### src/rtl/seq_alu.sv
// Multi-cycle ALU for the EX stage: single-cycle logic/arith ops plus iterative
// MUL (shift-add) and DIVU/REMU (restoring divide), with valid/ready on both sides.
module seq_alu #(
   parameter int WIDTH = 32
) (
   input  logic             clk,
   input  logic             rst,
   input  logic             in_valid,
   output logic             in_ready,
   input  logic [WIDTH-1:0] in1,
   input  logic [WIDTH-1:0] in2,
   input  logic [3:0]       operation,
   output logic             out_valid,
   input  logic             out_ready,
   output logic [WIDTH-1:0] out,
   output logic             zero,
   output logic             div0
);

   localparam int CW = $clog2(WIDTH);

   localparam logic [3:0] OP_ADD  = 4'd0;
   localparam logic [3:0] OP_SUB  = 4'd1;
   localparam logic [3:0] OP_AND  = 4'd2;
   localparam logic [3:0] OP_OR   = 4'd3;
   localparam logic [3:0] OP_XOR  = 4'd4;
   localparam logic [3:0] OP_SLT  = 4'd5;
   localparam logic [3:0] OP_SLL  = 4'd6;
   localparam logic [3:0] OP_SRL  = 4'd7;
   localparam logic [3:0] OP_MUL  = 4'd8;
   localparam logic [3:0] OP_DIVU = 4'd9;
   localparam logic [3:0] OP_REMU = 4'd10;

   typedef enum logic [1:0] {IDLE, BUSY, DONE} state_t;

   state_t state, state_next;

   logic [3:0]       op_q;
   logic [WIDTH-1:0] opa, opb, acc, quo;
   logic [CW-1:0]    cnt;

   logic             accept, is_div, in2_zero, iterative;
   logic [CW-1:0]    shamt;
   logic [WIDTH-1:0] comb_res;

   assign accept    = in_valid && in_ready;
   assign shamt     = in2[CW-1:0];
   assign is_div    = (operation == OP_DIVU) || (operation == OP_REMU);
   assign in2_zero  = (in2 == '0);
   assign iterative = (operation == OP_MUL) || (is_div && !in2_zero);

   // Single-cycle results; the DIVU/REMU arms only matter on the divide-by-zero path.
   always_comb begin
      // NOTE: default first so every path assigns the variable and no latch is inferred.
      comb_res = '0;
      case (operation)
         OP_ADD:  comb_res = in1 + in2;
         OP_SUB:  comb_res = in1 - in2;
         OP_AND:  comb_res = in1 & in2;
         OP_OR:   comb_res = in1 | in2;
         OP_XOR:  comb_res = in1 ^ in2;
         OP_SLT:  comb_res = {{(WIDTH-1){1'b0}}, ($signed(in1) < $signed(in2))};
         OP_SLL:  comb_res = in1 << shamt;
         OP_SRL:  comb_res = in1 >> shamt;
         OP_DIVU: comb_res = '1;
         OP_REMU: comb_res = in1;
         default: comb_res = '0;
      endcase
   end

   // One iteration, MSB first over bit index cnt; acc is the partial product or remainder.
   logic [WIDTH:0]   rem_shift;
   logic [WIDTH-1:0] rem_sub, mul_next, acc_nx, quo_nx, res_nx;
   logic             ge;

   assign rem_shift = {acc, opa[cnt]};
   assign ge        = rem_shift >= {1'b0, opb};
   assign rem_sub   = rem_shift[WIDTH-1:0] - opb;
   assign mul_next  = {acc[WIDTH-2:0], 1'b0} + (opb[cnt] ? opa : '0);

   always_comb begin
      acc_nx = acc;
      quo_nx = quo;
      if (op_q == OP_MUL) begin
         acc_nx = mul_next;
      end else begin
         acc_nx = ge ? rem_sub : rem_shift[WIDTH-1:0];
         quo_nx = {quo[WIDTH-2:0], ge};
      end
      res_nx = (op_q == OP_DIVU) ? quo_nx : acc_nx;
   end

   always_ff @(posedge clk) begin
      if (rst) state <= IDLE;
      else     state <= state_next;
   end

   always_comb begin
      state_next = state;
      in_ready   = 1'b0;
      out_valid  = 1'b0;
      case (state)
         IDLE: begin
            in_ready = 1'b1;
            if (in_valid) state_next = iterative ? BUSY : DONE;
         end
         BUSY: if (cnt == '0) state_next = DONE;
         DONE: begin
            out_valid = 1'b1;
            if (out_ready) state_next = IDLE;
         end
         default: state_next = IDLE;
      endcase
   end

   always_ff @(posedge clk) begin
      if (rst) begin
         // NOTE: sequential state uses non-blocking assignments so all registers update together.
         out  <= '0;
         zero <= 1'b0;
         div0 <= 1'b0;
         op_q <= '0;
         opa  <= '0;
         opb  <= '0;
         acc  <= '0;
         quo  <= '0;
         cnt  <= '0;
      end else if (accept) begin
         op_q <= operation;
         opa  <= in1;
         opb  <= in2;
         acc  <= '0;
         quo  <= '0;
         cnt  <= CW'(WIDTH - 1);
         if (!iterative) begin
            out  <= comb_res;
            zero <= (comb_res == '0);
            div0 <= is_div && in2_zero;
         end
      end else if (state == BUSY) begin
         acc <= acc_nx;
         quo <= quo_nx;
         if (cnt == '0) begin
            out  <= res_nx;
            zero <= (res_nx == '0);
            div0 <= 1'b0;
         end else begin
            cnt <= cnt - CW'(1);
         end
      end
   end

endmodule

### config.mk
export PLATFORM = sky130hd
export DESIGN_NAME = seq_alu
export DESIGN_NICKNAME = d
export VERILOG_FILES = /design/src/rtl/seq_alu.sv
export SDC_FILE = /design/constraint.sdc
export NUM_CORES = 1
export LEC_CHECK = 0
export ABC_CLOCK_PERIOD_IN_PS = 6000
export BUFFER_PORTS_ARGS = -buffer_cell sky130_fd_sc_hd__clkbuf_2
export CAP_MARGIN = 30
export CORE_ASPECT_RATIO = 1.5
export CORE_MARGIN = 3
export CORE_UTILIZATION = 55
export CTS_CLUSTER_DIAMETER = 50
export DETAILED_ROUTE_END_ITERATION = 16
export PLACE_DENSITY = 0.71
export SYNTH_ARGS = -nofsm -noshare
export SYNTH_HDL_FRONTEND = slang
export SYNTH_SLANG_ARGS = --single-unit
### constraint.sdc
create_clock -name clk -period 6 [get_ports clk]
set_input_delay 1.5 -clock clk [delete_from_list [all_inputs] [get_ports clk]]
set_output_delay 1.5 -clock clk [all_outputs]
set_load 0.01 [all_outputs]
==> results summary, run 1 <==
After global routing the overflow that remains totals 1. The maximum number of pins on one net before global-route repair came out at 78. In this run the core area contains 90 standard-cell rows. The fraction of the mapped netlist area in simple logic gates came out at 23.7%. The count of buffers from port buffering is 107. The post-synthesis register bit count is 172. The CTS buffer count is 17. The post-synthesis mux area share is 11.8%. The horizontal die dimension came out at 171 um. Routability-driven placement finished with a final weighted congestion of 1.22. The number of warning messages in the yosys log is 0.

The xor/xnor cell area share of the yosys netlist is 2.48%. The placed instances occupy a cell area of 24100 um2. The clock root buffer master is sky130_fd_sc_hd__clkbuf_16. The post-synthesis instance total came out at 3171. In this run, post-CTS repair resized a total of 0 instances. The initial utilization of the core area, before any placement, comes to 55.8%. The run stopped with a tool error. The top-level port count came out at 108. The number of unique standard cell types used by synthesis is 112. The synthesized design contains 0 enable-type register cells. In the synthesized netlist the async set-or-reset flop fraction comes to 0%. After Yosys synthesis, full adders, half adders and majority gates account for 9.28% of the synthesized area. The half-perimeter wire length of the detailed placement result is 93200 um. The first error in the log reads "[ERROR GRT-0116] Global routing finished with congestion. Check the congestion regions in the DRC Viewer". The failing step is global routing. The total of hold buffers inserted after clock tree synthesis came out at 0. The number of nets in the synthesized netlist is 3408. After synthesis, the largest family of logic cells by area is compound AO/OA/AOI/OAI gates. The dominant register cell in the synthesized netlist is sky130_fd_sc_hd__dfxtp_1. The setup fix buffers added after clock tree synthesis came out at 0. After synthesis, the mean cell area works out to 7.12 um2.

The share of the synthesized area in compound gates (AO/OA/AOI/OAI) is 29.7%. The total number of H-tree levels is 4. The post-synthesis instance area is 22600 um2.

The number of global-route vias before repair was 27907. The chip height came out at 254 um. The register area share after synthesis came out at 15.3%. The total number of clock tree sinks came out at 172. The first-pass GRT wire length is 186000 um. The aggregate global-route resource usage is 57.5%. The maximum count of clock buffers along a single path is 2.
## cells by family after synthesis
logic type               after synthesis
buffers and inverters                415
adder cells (fa/ha/maj)              165
AND/OR/NAND/NOR                     1144
XOR/XNOR                              64
multiplexers                         185
flip-flops                           172
AO/OA/AOI/OAI                       1026
## routing by layer
metal / track usage, % / overflow
met5: 0.915 / 0
met4: 63.2 / 1
met3: 28.0 / 0
met2: 83.4 / 0
met1: 56.1 / 0
## synthesized netlist by cell type, types with 10 or more instances
cell	instances	share of area (%)
sky130_fd_sc_hd__o21a_1	19	0.63
sky130_fd_sc_hd__o21ai_0	149	3.3
sky130_fd_sc_hd__a21o_1	35	1.2
sky130_fd_sc_hd__or3_1	15	0.42
sky130_fd_sc_hd__nand2_1	490	8.2
sky130_fd_sc_hd__nand4_1	28	0.78
sky130_fd_sc_hd__o31a_1	10	0.39
sky130_fd_sc_hd__and2_1	47	1.3
sky130_fd_sc_hd__mux2i_1	99	4.4
sky130_fd_sc_hd__o2111ai_1	16	0.62
sky130_fd_sc_hd__o22ai_1	29	0.80
sky130_fd_sc_hd__buf_6	10	0.50
sky130_fd_sc_hd__and3_1	24	0.67
sky130_fd_sc_hd__buf_1	23	0.38
sky130_fd_sc_hd__a31oi_1	30	0.83
sky130_fd_sc_hd__xnor2_1	41	1.6
sky130_fd_sc_hd__xor2_1	23	0.89
sky130_fd_sc_hd__nor2_1	241	4.0
sky130_fd_sc_hd__nand3_1	77	1.7
sky130_fd_sc_hd__inv_1	145	2.4
sky130_fd_sc_hd__nand2b_1	22	0.61
sky130_fd_sc_hd__o211a_1	11	0.49
sky130_fd_sc_hd__clkbuf_1	166	2.8
sky130_fd_sc_hd__a21oi_1	375	8.3
sky130_fd_sc_hd__nor3_1	60	1.3
sky130_fd_sc_hd__or4_1	12	0.40
sky130_fd_sc_hd__a22oi_1	32	1.1
sky130_fd_sc_hd__ha_1	161	8.9
sky130_fd_sc_hd__dfxtp_1	172	15
sky130_fd_sc_hd__o211ai_1	70	2.3
sky130_fd_sc_hd__mux4_2	56	5.6
sky130_fd_sc_hd__o221ai_1	14	0.54
sky130_fd_sc_hd__nor2b_1	30	0.83
sky130_fd_sc_hd__a221oi_1	20	0.78
sky130_fd_sc_hd__nor4_1	25	0.69
sky130_fd_sc_hd__a211oi_1	52	1.7
sky130_fd_sc_hd__or2_2	13	0.36
sky130_fd_sc_hd__mux2_2	23	1.1
sky130_fd_sc_hd__a311oi_1	16	0.62
sky130_fd_sc_hd__o21bai_1	16	0.53
sky130_fd_sc_hd__o31ai_1	10	0.33
sky130_fd_sc_hd__buf_2	56	1.2
## metrics by stage
| stage | util (%) | instances | hold WS (ps) | setup slack (ps) |
|---|---|---|---|---|
| after CTS | 61.2 | 3740 | 460 | 558 |
| after floorplan | - | 3171 | 436 | 440 |
| after detailed placement | 59.6 | 3708 | 450 | 485 |
| after global placement | 59.5 | 3706 | 445 | 471 |
==> run 2: changes to the inputs <==
CORE_ASPECT_RATIO = unset   (was 1.5)
CORE_UTILIZATION = 40   (was 55)
CTS_CLUSTER_DIAMETER = unset   (was 50)
PLACE_DENSITY = unset   (was 0.71)
PLACE_DENSITY_LB_ADDON = 0.15   (was unset)
==> results summary, run 2 <==
The routed via count divided by cell count came out at 6.62. The detailed-routing iteration count for the pre-antenna-repair pass is 6. The total area of multi-input combinational cells came out at 17400 um2. Headroom to the max-slew limit came out at 34.7%. The path class of the tightest hold or removal check is reg -> reg.

The worst setup path is captured at a flop. The largest vdd supply drop came out at 0.178 mV. The average cell area after synthesis is 7.12 um2. In this run the standard cell core region covers 55400 um2. sky130_fd_sc_hd__nand2_1 is the most common cell in the netlist.

No sink is reached through more buffers than the 2 on the longest clock path. Setup violations remaining at the end of the flow were counted as 0. The dominant register cell in the synthesized netlist is sky130_fd_sc_hd__dfxtp_1. The storage element area came out at 3440 um2. The depth of the worst register-to-register path is 20. The final route contains 26501 vias. For this block, wires on met1 add up to 47400 um. The top cell type's share of synthesized area came out at 15.3%. The final weighted congestion of routability-driven global placement is 1.07.

The synthesis-to-finish area growth came out at 11.8%. After technology mapping, the gate count stands at 3171. Counting the fill cells in the layout gives 5826. On the critical path, the stage with the largest delay is an instance of sky130_fd_sc_hd__mux4_2. The number of enable-type register cells in the synthesized netlist came out at 0. The total number of H-tree levels is 4. The post-synthesis register bit count came out at 172. In this run the critical register-to-register path is launched from cnt[1]. The worst setup path is launched from a flop. Leaving out fill and tap cells, the most frequent cells in the layout are sky130_fd_sc_hd__nand2_1 (488), sky130_fd_sc_hd__a21oi_1 (374), sky130_fd_sc_hd__nor2_1 (239).

The final period demand of the worst path came out at 5800 ps. The CTS buffer count is 17. The aggregate global-route resource usage came out at 39.7%. The critical path goes through buf_12 -> buf_4 -> mux4_2 -> mux4_2 -> mux2i_1 -> ha_1 -> nor2b_1 -> o211a_1 -> o211a_1 -> buf_4 -> o211ai_2 -> a31oi_1 -> o31ai_1 -> nand3_1 -> a2111oi_0 -> buf_4 -> and4_1 -> o2111a_1 -> nand4_1 -> nand3_1. The number of antenna violations at the first check in global routing is 3. The delay of the slowest cell on the worst path came out at 570 ps. The total congestion overflow is 0. CTS placed an instance of sky130_fd_sc_hd__clkbuf_16 at the clock tree root. In this run the top signal layer used is met4. The most critical setup path has its endpoint at zero. Together, buffers and inverters on the worst path number 4.

The internal reg-to-reg setup slack came out at 200 ps. The maximum number of pins on one net before global-route repair is 78. The final hold violation count came to 0. The post-synthesis instance area came out at 22600 um2. The timing startpoint of the critical path is cnt[1].

For this design the static power due to leakage is 10.4 nW. The half-perimeter wire length of the detailed placement result came out at 97700 um. For this run, the post-layout net count is 3477.

TritonCTS built the clock tree. The residual antenna-violating net count after detailed routing came out at 0. The floorplan row count is 86. The number of maximum-capacitance constraint violations is 0. The first global-routing pass estimated 175000 um of wire.

The worst clock skew came out at 20.8 ps. Dividing the final minimum period by the clock period gives 96.6%. The chip height came out at 244 um. The logic depth of the worst setup path including buffers is 20. The count of buffers from port buffering came out at 107. The worst setup slack after placement is 270 ps. The DRC violation count after routing is 0. The leading cell type in the layout, fill and taps excluded is sky130_fd_sc_hd__nand2_1. Cells with a size suffix above 1 make up 15.4% of the layout. The number of global-route vias before repair is 24842. Yosys printed 0 warnings.

The setup fix buffers added after clock tree synthesis came out at 0. Summed over all nets, wire length on met3 after detailed routing comes to 10100 um. The slew at the pin closest to its max-slew limit is 966 ps. In this design, the critical path's most frequently occurring cell is sky130_fd_sc_hd__buf_4. The number of nets in the synthesized netlist is 3408.

The register clock-pin slew on the reported worst setup and hold paths came out at 80 ps. The wire length per cell after detailed routing is 30.4 um. The die covers 59300 um2. The total negative setup slack came out at 0 ps. In the synthesized netlist, the cells that appear most often are sky130_fd_sc_hd__nand2_1 (490), sky130_fd_sc_hd__a21oi_1 (375), sky130_fd_sc_hd__nor2_1 (241).

The latest clock arrival within the worst-skew pair is 490 ps. The largest fanout on the critical path is 20. Setup repair after global routing left no endpoint under its margin. The number of design-rule violations left by the first detailed-router iteration came out at 3011. Sorting the synthesized cells by area gives the leading types as sky130_fd_sc_hd__dfxtp_1 (15%), sky130_fd_sc_hd__ha_1 (8.9%), sky130_fd_sc_hd__a21oi_1 (8.3%), sky130_fd_sc_hd__nand2_1 (8.2%), sky130_fd_sc_hd__mux4_2 (5.6%).

CTS saw 172 sinks. The run finished with clean final reports. The data arrival time at the worst-slack endpoint is 6230 ps. In this design, the largest share of critical-path delay is due to compound AO/OA/AOI/OAI gates. The proportion of register bits with asynchronous set or reset after synthesis is 0%. The total detailed-routing wirelength is 122000 um. The data required time at the worst endpoint is 6430 ps.

The overall power after layout came out at 4.83 mW. For this design the ratio of total power to cell area is 191 nW/um2. The upper clock frequency limit came out at 173 MHz.

The top-level port count is 108. In this run the horizontal extent of the chip is 244 um. For this configuration, the core starts out at a cell density of 40.7%. The endpoint identified for the worst register-to-register timing path is zero. The final worst setup slack is 205 ps. The synthesized design spends more area on one cell type than any other, namely sky130_fd_sc_hd__dfxtp_1. The register area share after synthesis is 15.3%.

The final count of pins violating max slew came out at 0. By startpoint and endpoint, the worst setup path is classified as reg -> reg. The netlist uses 112 different library cells. The met2 wirelength from detailed routing is 56500 um.
## run 2: cell counts after synthesis
No cell type changed its count.
## run 2: layout make-up
type / instances / share of cell area, %
antenna: 3 / 0.0298
tap: 748 / 3.71
inverter: 151 / 2.25
clock buffer: 19 / 1.76
sequential: 172 / 13.6
timing repair buffer: 314 / 8.74
multi-input combinational: 2584 / 69.1
clock inverter: 13 / 0.803
## run 2: per-stage QoR
| stage | utilization [%] | instances | instance area, um2 | hold slack [ps] |
|---|---|---|---|---|
| 2_1_floorplan | - | 3171 | 22600 | 436 |
| 3_3_place_gp | 44.3 | 3966 | 24500 | 442 |
| 3_5_place_dp | 44.3 | 3969 | 24600 | 448 |
| 4_1_cts | 45.5 | 4001 | 25200 | 459 |
| 5_1_grt | 45.5 | 4001 | 25200 | 467 |
| 6_report | 45.5 | 4004 | 25200 | 454 |
## run 2: how the worst min path moves through the flow
| stage | from | endpoint | slack [ps] | cells after the start |
|---|---|---|---|---|
| floorplan | op_q[2] | op_q[2] | 440 | 2 |
| global placement | op_q[1] | op_q[1] | 440 | 2 |
| detailed placement | out[28] | out[28] | 450 | 2 |
| CTS | out[28] | out[28] | 460 | 2 |
| global route | out[28] | out[28] | 470 | 2 |
| finish | out[28] | out[28] | 450 | 2 |
## run 2: worst register-to-register path, delay by kind of cell (launching register included)
kind / cells / cell delay (ps)
compound gates: 7 / 2200
simple gates: 5 / 870
mux: 3 / 1190
flops: 1 / 490
buf+inv: 4 / 720
fa+ha+maj: 1 / 270
## run 2: per-layer routing
metal	global-route usage, %	vias up
met3	6.44	314
met2	66.1	1557
li1	-	11752
met5	0	-
met4	21.9	0
met1	49.0	12878
## run 2: power breakdown
| part | total, mW | switching (mW) | leakage, nW | internal, mW |
|---|---|---|---|---|
| sequential | 1.28 | 0.0749 | 1.40 | 1.20 |
| combinational | 2.28 | 1.48 | 8.70 | 0.801 |
| clock | 1.28 | 0.558 | 0.313 | 0.720 |
| total | 4.83 | 2.11 | 10.4 | 2.72 |
## run 2: cell families (layout without fill, tap and decap cells)
family,count (synthesis),count (layout),share of synthesized area [%]
AOI/OAI and AO/OA,1026,1026,29.7
xor gates and xnor gates,64,64,2.48
adders and majority gates,165,165,9.28
buffers and inverters,415,497,7.80
DFF,172,172,15.3
muxes,185,185,11.8
other,0,3,0
and+or+nand+nor,1144,1144,23.7
## run 2: repair_timing
item,in CTS,in global routing
endpoints found under the setup margin,0,1
resized for setup,0,2
hold buffers,0,0
No activity file was read; power rests on OpenSTA's default activity.
